### src/rtl/ifetch_unit_pkg.sv
// Shared definitions for the instruction fetch stage: data widths, reset PC
// and the {pc, ins} fetch-packet layout used by the fetch buffer.
package ifetch_unit_pkg;
  localparam int XLEN = 32;
  localparam int ILEN = 32;
  localparam logic [XLEN-1:0] DEFAULT_RESET_PC = 32'h0000_0000;

  localparam int PKT_INS_LSB = 0;
  localparam int PKT_PC_LSB  = ILEN;
  localparam int PKT_W       = XLEN + ILEN;

  function automatic logic [XLEN-1:0] word_align(input logic [XLEN-1:0] a);
    return a & ~(XLEN'(3));
  endfunction
endpackage

### src/rtl/ifetch_unit_if.sv
// Instruction-memory bus: req/gnt request phase, in-order rvalid response phase.
// Handshake: a request transfers in a cycle where imem_req & imem_gnt; each
// transferred request gets exactly one imem_rvalid pulse, in order, at least one cycle later.
interface ifetch_unit_if;
  import ifetch_unit_pkg::*;

  logic            imem_req;
  logic [XLEN-1:0] imem_addr;
  logic            imem_gnt;
  logic            imem_rvalid;
  logic [ILEN-1:0] imem_rdata;

  modport master (output imem_req, imem_addr, input imem_gnt, imem_rvalid, imem_rdata);
  modport slave  (input imem_req, imem_addr, output imem_gnt, imem_rvalid, imem_rdata);
endinterface

### src/rtl/ifetch_unit_fetch_fifo.sv
// Synchronous fetch buffer with push, pop, clear, occupancy count and a head
// view that reads as zero while empty.
module ifetch_unit_fetch_fifo #(
  parameter int DEPTH = 4,
  parameter int W     = 64,
  parameter int CNT_W = 3
) (
  input  logic             clk,
  input  logic             rst_n,
  input  logic             push,
  input  logic [W-1:0]     push_data,
  input  logic             pop,
  input  logic             clear,
  output logic [CNT_W-1:0] count,
  output logic [W-1:0]     head
);
  localparam int PTR_W = (DEPTH > 1) ? $clog2(DEPTH) : 1;

  logic [W-1:0]     mem_q [DEPTH];
  logic [W-1:0]     mem_d [DEPTH];
  logic [PTR_W-1:0] wr_ptr_q, wr_ptr_d, rd_ptr_q, rd_ptr_d;
  logic [CNT_W-1:0] count_q, count_d;
  logic             do_push, do_pop;

  // Clear wins over both push and pop in the same cycle.
  assign do_push = push & ~clear;
  assign do_pop  = pop & ~clear & (count_q != '0);

  always_comb begin
    mem_d    = mem_q;
    wr_ptr_d = wr_ptr_q;
    rd_ptr_d = rd_ptr_q;
    count_d  = count_q;
    if (clear) begin
      wr_ptr_d = '0;
      rd_ptr_d = '0;
      count_d  = '0;
    end else begin
      if (do_push) begin
        mem_d[wr_ptr_q] = push_data;
        wr_ptr_d        = wr_ptr_q + PTR_W'(1);
      end
      if (do_pop) rd_ptr_d = rd_ptr_q + PTR_W'(1);
      count_d = count_q + CNT_W'(do_push) - CNT_W'(do_pop);
    end
  end

  always_ff @(posedge clk or negedge rst_n) begin
    if (!rst_n) begin
      for (int i = 0; i < DEPTH; i++) mem_q[i] <= '0;
      wr_ptr_q <= '0;
      rd_ptr_q <= '0;
      count_q  <= '0;
    end else begin
      mem_q    <= mem_d;
      wr_ptr_q <= wr_ptr_d;
      rd_ptr_q <= rd_ptr_d;
      count_q  <= count_d;
    end
  end

  assign count = count_q;
  assign head  = (count_q != '0) ? mem_q[rd_ptr_q] : '0;

  a_no_push_full: assert property (@(posedge clk) disable iff (!rst_n)
    !(do_push && (count_q == CNT_W'(DEPTH))));
endmodule

### src/rtl/ifetch_unit.sv
// Instruction fetch stage: PC, request credit, stale-response discard after
// redirects, and a fetch buffer presented to decode via valid/ready.
module ifetch_unit
  import ifetch_unit_pkg::*;
#(
  parameter logic [XLEN-1:0] RESET_PC   = DEFAULT_RESET_PC,
  parameter int              FIFO_DEPTH = 4,
  parameter int              CNT_W      = 3
) (
  input  logic                clk,
  input  logic                rst_n,
  input  logic                fetch_en,
  input  logic                redir_valid,
  input  logic [XLEN-1:0]     redir_pc,
  ifetch_unit_if.master       imem,
  output logic                ins_valid,
  input  logic                ins_ready,
  output logic [ILEN-1:0]     ins,
  output logic [XLEN-1:0]     ins_pc
);
  localparam logic [CNT_W:0] DEPTH_C = (CNT_W+1)'(FIFO_DEPTH);

  logic [XLEN-1:0]  pc_q, pc_d, resp_pc_q, resp_pc_d, target;
  logic [CNT_W-1:0] outst_q, outst_d, discard_q, discard_d, fifo_count;
  logic [CNT_W:0]   credit_used;
  logic             grant, rv_live, push, pop;
  logic [PKT_W-1:0] push_pkt, head_pkt;

  assign target      = word_align(redir_pc);
  assign credit_used = {1'b0, outst_q} + {1'b0, fifo_count};

  // Buffered plus in-flight words never exceed the buffer depth.
  assign imem.imem_req  = rst_n & fetch_en & ~redir_valid & (credit_used < DEPTH_C);
  assign imem.imem_addr = pc_q;
  assign grant          = imem.imem_req & imem.imem_gnt;
  // A response with nothing outstanding predates a reset and is ignored.
  assign rv_live        = imem.imem_rvalid & (outst_q != '0);
  assign pop            = ins_valid & ins_ready & ~redir_valid;
  assign push_pkt       = {resp_pc_q, imem.imem_rdata};

  always_comb begin
    pc_d      = pc_q;
    resp_pc_d = resp_pc_q;
    outst_d   = outst_q + CNT_W'(grant) - CNT_W'(rv_live);
    discard_d = discard_q;
    push      = 1'b0;
    if (redir_valid) begin
      pc_d      = target;
      resp_pc_d = target;
      // Everything still pending after this cycle belongs to the old path.
      discard_d = outst_q - CNT_W'(rv_live);
    end else begin
      if (grant) pc_d = pc_q + 32'd4;
      if (rv_live) begin
        if (discard_q != '0) begin
          discard_d = discard_q - CNT_W'(1);
        end else begin
          push      = 1'b1;
          resp_pc_d = resp_pc_q + 32'd4;
        end
      end
    end
  end

  always_ff @(posedge clk or negedge rst_n) begin
    if (!rst_n) begin
      pc_q      <= RESET_PC;
      resp_pc_q <= RESET_PC;
      outst_q   <= '0;
      discard_q <= '0;
    end else begin
      pc_q      <= pc_d;
      resp_pc_q <= resp_pc_d;
      outst_q   <= outst_d;
      discard_q <= discard_d;
    end
  end

  ifetch_unit_fetch_fifo #(
    .DEPTH (FIFO_DEPTH),
    .W     (PKT_W),
    .CNT_W (CNT_W)
  ) u_fetch_fifo (
    .clk       (clk),
    .rst_n     (rst_n),
    .push      (push),
    .push_data (push_pkt),
    .pop       (pop),
    .clear     (redir_valid),
    .count     (fifo_count),
    .head      (head_pkt)
  );

  assign ins_valid = (fifo_count != '0);
  assign ins       = head_pkt[PKT_INS_LSB +: ILEN];
  assign ins_pc    = head_pkt[PKT_PC_LSB +: XLEN];
endmodule

### src/flat_wrapper.sv
// flat-port wrapper written by rule: the top's interface ports become plain ports
module ifetch_unit_flat import ifetch_unit_pkg::*;
#(
  parameter logic [XLEN-1:0] RESET_PC   = DEFAULT_RESET_PC,
  parameter int              FIFO_DEPTH = 4,
  parameter int              CNT_W      = 3
)
  (clk, rst_n, fetch_en, redir_valid, redir_pc, ins_valid, ins_ready, ins, ins_pc, imem_imem_req, imem_imem_addr, imem_imem_gnt, imem_imem_rvalid, imem_imem_rdata);
  ifetch_unit_if imem_i ();
  input  logic clk;
  input  logic rst_n;
  input  logic fetch_en;
  input  logic redir_valid;
  input  logic [XLEN-1:0] redir_pc;
  output logic ins_valid;
  input  logic ins_ready;
  output logic [ILEN-1:0] ins;
  output logic [XLEN-1:0] ins_pc;
  output wire logic [$bits(imem_i.imem_req)-1:0] imem_imem_req;
  output wire logic [$bits(imem_i.imem_addr)-1:0] imem_imem_addr;
  input wire logic [$bits(imem_i.imem_gnt)-1:0] imem_imem_gnt;
  input wire logic [$bits(imem_i.imem_rvalid)-1:0] imem_imem_rvalid;
  input wire logic [$bits(imem_i.imem_rdata)-1:0] imem_imem_rdata;
  assign imem_imem_req = imem_i.imem_req;
  assign imem_imem_addr = imem_i.imem_addr;
  assign imem_i.imem_gnt = imem_imem_gnt;
  assign imem_i.imem_rvalid = imem_imem_rvalid;
  assign imem_i.imem_rdata = imem_imem_rdata;
  ifetch_unit #(.RESET_PC(RESET_PC), .FIFO_DEPTH(FIFO_DEPTH), .CNT_W(CNT_W)) u_core (.clk(clk), .rst_n(rst_n), .fetch_en(fetch_en), .redir_valid(redir_valid), .redir_pc(redir_pc), .imem(imem_i), .ins_valid(ins_valid), .ins_ready(ins_ready), .ins(ins), .ins_pc(ins_pc));
endmodule
### config.mk
export PLATFORM = sky130hd
export DESIGN_NAME = ifetch_unit_flat
export DESIGN_NICKNAME = d
export VERILOG_FILES = /design/src/rtl/ifetch_unit_pkg.sv /design/src/rtl/ifetch_unit_if.sv /design/src/rtl/ifetch_unit_fetch_fifo.sv /design/src/rtl/ifetch_unit.sv /design/src/flat_wrapper.sv
export SDC_FILE = /design/constraint.sdc
export NUM_CORES = 1
export LEC_CHECK = 0
export CORE_UTILIZATION = 40
export CTS_CLUSTER_DIAMETER = 120
export DETAILED_ROUTE_END_ITERATION = 10
export PLACE_DENSITY = 0.61
export SLEW_MARGIN = 40
export SYNTH_ARGS = -nofsm -noshare
export SYNTH_HDL_FRONTEND = slang
export SYNTH_SLANG_ARGS = --single-unit
### constraint.sdc
create_clock -name clk -period 3.4 [get_ports clk]
set_input_delay 0.51 -clock clk [delete_from_list [all_inputs] [get_ports clk]]
set_output_delay 0.51 -clock clk [all_outputs]
set_load 0.05 [all_outputs]
After elaboration in Yosys (flattened, before gate mapping)
Cells that the tools add are included.

Input bits: 71. Register bits after elaboration: 333. Output and inout port bits: 98.

Bitwise logic cells: 13. $lt $le $gt $ge: 4. Reductions and logical operators: 12. Muxes and demuxes: 23. Add/subtract/negate cells: 11. Eq/ne operators: 1.

Operator list (count): $bwmux W256 (1); $mux W64 (4); $mux W32 (5); $bmux W64 S2 (1); $demux W64 S2 (1); $add A32 B3 Y32 const B (2); $mux W3 (4); $and A1 B1 Y1 (10); $reduce_bool A2 Y1 (5); $reduce_bool A3 Y1 (3); $sub A3 B1 Y3 (3); $mux W2 (4); $add A3 B1 Y3 (2); $ge A3 B3 Y1 const B (2); $not A2 Y3 (2); $reduce_and A2 Y1 (3); $add A2 B1 Y2 const B (2); $add A3 B3 Y4 (1); $lt A4 B3 Y1 const B (1); $lt A3 B1 Y1 const B (1); $mux W1 (3); $sub A3 B1 Y3 const B (1); $ne A2 B2 Y1 const B (1); $logic_and A1 B1 Y1 (1); $not A1 Y1 (1).

Logic depth before layout (Yosys ltp)
Word-level depth: 8. Mapped depth: 13. Depth with buffers taken out: 12.

Modules after synthesis
Synthesis repeated with hierarchy kept, for this count alone.

Cell total of the unflattened synthesis: 1165. Area, all modules: 15894.0 um2.

Modules (own cells, without submodules): ifetch_unit_fetch_fifo (area each 11902.7 um2, instances 1, sequential area each 6581.3 um2, cells each 733); ifetch_unit (area each 3991.3 um2, instances 1, sequential area each 1651.6 um2, cells each 432).

Worst setup path after synthesis
No wires, ideal clock.

Kind: input port to flip-flop. From: input redir_valid. To: register u_core.u_fetch_fifo.count_q[2], in the netlist u_core.u_fetch_fifo.count[2]. Stages on the path: 13. Data arrival time: 2568 ps. Setup time: 132 ps. Data required time: 3268 ps. Setup slack: 700 ps. Buffers on the path: 3. Path through: clkbuf_1 inv_1 clkbuf_1 clkbuf_1 and2_1 inv_1 ha_1 inv_1 ha_1 inv_1 fa_1 xnor2_1 nor2_1.

Cells in the longest elaborated chain, start to end: 6. Elaborated cells on any way between the ends: 9.

Ends and longest elaborated chain: start: declaration (RTL line flat_wrapper.sv:13) `input logic redir_valid;`; branches (longest 5 deep; another with $add A3 B1 Y3); $mux W3 (*) (RTL line ifetch_unit_fetch_fifo.sv:34) `if (clear) begin`; net u_core.u_fetch_fifo.count_d[2] (RTL line ifetch_unit_fetch_fifo.sv:22) `logic [CNT_W-1:0] count_q, count_d;`; end signal: assignment (RTL line ifetch_unit_fetch_fifo.sv:58) `count_q <= count_d;`; end: declaration (RTL line ifetch_unit_fetch_fifo.sv:22).

Mark *: on every way through the listed nets, which the timed path passes. A chain may end at the register's enable or synchronous reset.

Final worst setup path
From: register u_core.u_fetch_fifo.rd_ptr_q[0]. To: output ins_pc[3].

Cells in the longest elaborated chain, start to end: 5.

Ends and longest elaborated chain: start: declaration (RTL line ifetch_unit_fetch_fifo.sv:21) `logic [PTR_W-1:0] wr_ptr_q, wr_ptr_d, rd_ptr_q, rd_ptr_d;`; start signal: assignment (RTL line ifetch_unit_fetch_fifo.sv:57) `rd_ptr_q <= rd_ptr_d;`; $not A2 Y3 (implied by the code) (RTL line ifetch_unit_fetch_fifo.sv:63) `assign head = (count_q != '0) ? mem_q[rd_ptr_q] : '0;`; $bmux W64 S2 (RTL line ifetch_unit_fetch_fifo.sv:63); $mux W64 (implied by the code) (2 in a row) (RTL line ifetch_unit_fetch_fifo.sv:63); $mux W64 (RTL line ifetch_unit_fetch_fifo.sv:63); end: declaration (RTL line flat_wrapper.sv:18) `output logic [XLEN-1:0] ins_pc;`.

Every way passes these cells. The select of a mux whose other input is x is not followed.

==> results.py <==
metrics = {
    "die": {
        "die_y_um": 201,
        "die_w_um": 201,
        "dieArea_um2": 40200,
        "initial_core_util_pct": 40.7,
        "core_area_um2": 38700,
        "rows": 72,
        "ios": 169,
    },
    "sta": {
        "finalMaxSlewViolations": 0,
        "setup_viol": 0,
        "fin_tns_setup_ns": 0,
        "finalCriticalPeriod_ns": 3.31,
        "max-slew-margin-rel_pct": 51.6,
        "rsz0062_at_grt": "no",
        "max_slew.worst_pin.slew_ns": 0.719,
        "fmax_mhz": 302,
        "post-route-period-util_pct": 97.3,
        "final.setup_skew_ns": 0.0183,
        "finalHoldViolCount": 0,
    },
    "synth": {
        "yosys.area.top_type_share_pct": 50.9,
        "synth.area.top_cells": "dfrtp_1, mux2_2, mux4_2",
        "synthAdderAreaFrac_pct": 1.52,
        "synth_top_family_by_area": "multiplexers",
        "synth_cell_types": 55,
        "seq_area_frac_synth_pct": 50.9,
        "synth_area_um2": 15800,
        "synth_xor_xnor_area_share_pct": 2.67,
        "synth-compound-area-share_pct": 3.00,
        "yosys.area_share.simple_pct": 9.07,
        "synth_top_area_cell": "dfrtp_1",
        "syn_inst": 1135,
        "synthFlopType": "dfrtp_1",
        "synth_edf_count": 0,
        "syn_area_per_cell_um2": 13.9,
        "ys_warn_count": 0,
        "synth_seq_cells": 321,
        "muxShareOfSynthArea_pct": 28.6,
        "synthArstFlopShare_pct": 100,
    },
    "global_route": {
        "grt.total_usage_pct": 17.9,
        "grt_first_pass_wirelength_um": 57800,
        "grt-ovfl-total": 0,
        "grt_max_degree": 70,
        "antenna_found_initial": 0,
        "first_global_vias": 10201,
    },
    "drt": {
        "post-route-drc-count": 0,
        "vias_per_cell": 5.30,
        "dr.pass1.iters": 4,
        "wl_per_cell_um": 19.4,
        "drtAntennaViolNets": 0,
        "drt-initial-drc-count": 372,
        "routed_wl_um": 35500,
        "vias": 9697,
    },
    "layout": {
        "layout.cells.non_filler": 1829,
        "area_delta_synth_final_pct": 20.8,
        "multiInputGateArea_um2": 7090,
        "drive_gt1_share_pct": 33.5,
        "fillCellCount": 3421,
        "seqCellArea_um2": 8040,
        "diodes": 0,
        "finalNetCount": 1374,
    },
    "run": {
        "maxCapViolations": 0,
    },
    "setup_path": {
        "timing.critical_path.from_type": "flip-flop",
        "worstSetupPathType": "flip-flop to output pin",
        "r2r_end": "u_core.u_fetch_fifo.count[2]",
        "critPathCaptureType": "output pin",
        "worstReg2RegStart": "u_core.u_fetch_fifo.count[1]",
        "critPathCapture": "ins_pc[3]",
        "worstPathRequired_ns": 2.89,
        "cp_data_arrival_time_ns": 2.80,
        "worstPathMaxFanout": 11,
        "crit_start": "u_core.u_fetch_fifo.rd_ptr_q[0]",
        "reg2reg_depth": 11,
        "regToRegSetupSlack_ns": 0.65,
    },
    "cts": {
        "clk_path_buf_depth": 3,
        "clk_pin_slew_ns": 0.06,
        "root_buffer": "clkbuf_16",
        "cts_tree": "built",
        "clock-sinks": 321,
        "cts_buffers": 38,
        "clk_latency_ns": 0.52,
        "htreeDepth": 2,
    },
    "placement": {
        "io_buffers": 162,
        "dp.cells": 1761,
        "hpwlAfterDp_um": 21900,
        "place.gp.congestion": 0.804,
    },
    "pwr": {
        "leakage_nw": 8.29,
        "ir_drop_v": 0.000410,
        "p_per_area_nw_per_um2": 766,
    },
    "status": {
        "status": "completed",
    },
    "min_path": {
        "hp-class": "primary input to flip-flop",
    },
}
==> power by group <==
group / switching, mW / internal (mW)
registers: 0.611 / 4.69
clock network: 1.55 / 2.53
logic: 2.74 / 2.49
==> state kept, by name, indices dropped and copies added (netlist names) <==
name / flops
u_core.u_fetch_fifo.rd_ptr_q: 2
u_core.imem.imem_addr: 30
u_core.u_fetch_fifo.mem_q: 248
u_core.discard_q: 3
u_core.u_fetch_fifo.count: 3
u_core.outst_q: 3
u_core.resp_pc_q: 30
u_core.u_fetch_fifo.wr_ptr_q: 2
==> per-layer routing <==
metal  up-vias  GRT usage (%)  wire (µm)
met2       187           28.8      16700
met4         0           4.01        573
met1      5059           25.7      17100
met5         -              0          0
li1       4411              -          -
met3        40           2.69       1210
==> kinds of logic (layout without fill, tap and decap cells) <==
family / after synthesis / count (layout)
muxes: 326 / 326
DFF: 321 / 321
and+or+nand+nor: 243 / 243
buffers and inverters: 108 / 281
AOI/OAI and AO/OA: 70 / 70
xor gates and xnor gates: 48 / 48
adders and majority gates: 18 / 18
other: 1 / 4
==> how the worst min path moves through the flow <==
stage / startpoint / to / slack [ns] / cells after the start
floorplan: rst_n / u_core.discard_q[0] / 0.21 / 0
global placement: rst_n / u_core.u_fetch_fifo.mem_q[164] / 0.38 / 1
detailed placement: rst_n / u_core.resp_pc_q[5] / 0.38 / 1
CTS: redir_valid / u_core.resp_pc_q[11] / 0.39 / 2
global route: redir_valid / u_core.resp_pc_q[9] / 0.42 / 2
finish: redir_valid / u_core.resp_pc_q[11] / 0.42 / 2
==> what timing repair did <==
item,CTS,global route
hold buffers,1,0
gates resized for setup,0,2
hold endpoints to repair,23,0
gates cloned,0,0
setup buffers,1,0
endpoints found under the setup margin,39,2
==> critical path: stages (launching register included) <==
cell and delay [ns]:
dfrtp_4 0.62, buf_4 0.25, mux4_2 0.55, and2_1 0.18, clkdlybuf4s50_1 0.69
==> cell usage after synthesis, types with 13 or more instances <==
cell      number
dfrtp_1      321
mux2_2       223
and2_1        65
mux4_2        62
nand2_1       44
mux2_4        38
buf_6         30
clkbuf_1      30
xnor2_1       30
nand4_1       26
inv_1         25
nand3_1       23
xor2_1        18
nor2_1        17
ha_1          16
o211ai_1      14
o21ai_0       13
==> cells in the final DEF, fill, tap and decap left out, types with 16 or more instances in the layout <==
cell type / synthesis / final
dfrtp_1: 321 / 319
mux2_2: 223 / 223
clkdlybuf4s50_1: 0 / 149
and2_1: 65 / 65
mux4_2: 62 / 62
nand2_1: 44 / 44
clkbuf_16: 0 / 41
mux2_4: 38 / 38
xnor2_1: 30 / 30
nand4_1: 26 / 26
inv_1: 25 / 25
nand3_1: 23 / 23
buf_4: 4 / 22
xor2_1: 18 / 18
nor2_1: 17 / 17
ha_1: 16 / 16
==> per-stage QoR <==
step / power [mW] / cell area [µm²] / worst slack [ns] / utilization (%) / hold WS, ns
2_1_floorplan: 9.00 / 15800 / 0.700 / - / 0.214
3_3_place_gp: 10.5 / 17700 / 0.424 / 45.8 / 0.381
3_5_place_dp: 10.6 / 17700 / 0.421 / 45.8 / 0.382
4_1_cts: 14.8 / 19000 / 0.0176 / 49.2 / 0.390
5_1_grt: 15.4 / 19100 / 0.000121 / 49.2 / 0.420
6_report: 14.6 / 19100 / 0.0912 / 49.2 / 0.423
==> cell type report <==
class                   instances  share of cell area [%]
clock buffers                  59                    6.21
inverters                      27                   0.532
flip-flops and latches        321                    42.2
well taps                     518                    3.40
repair buffers                188                    10.0
multi-input cells             709                    37.2
clock inverters                 7                   0.460
Note: power is estimated with default switching activity, not from simulation.
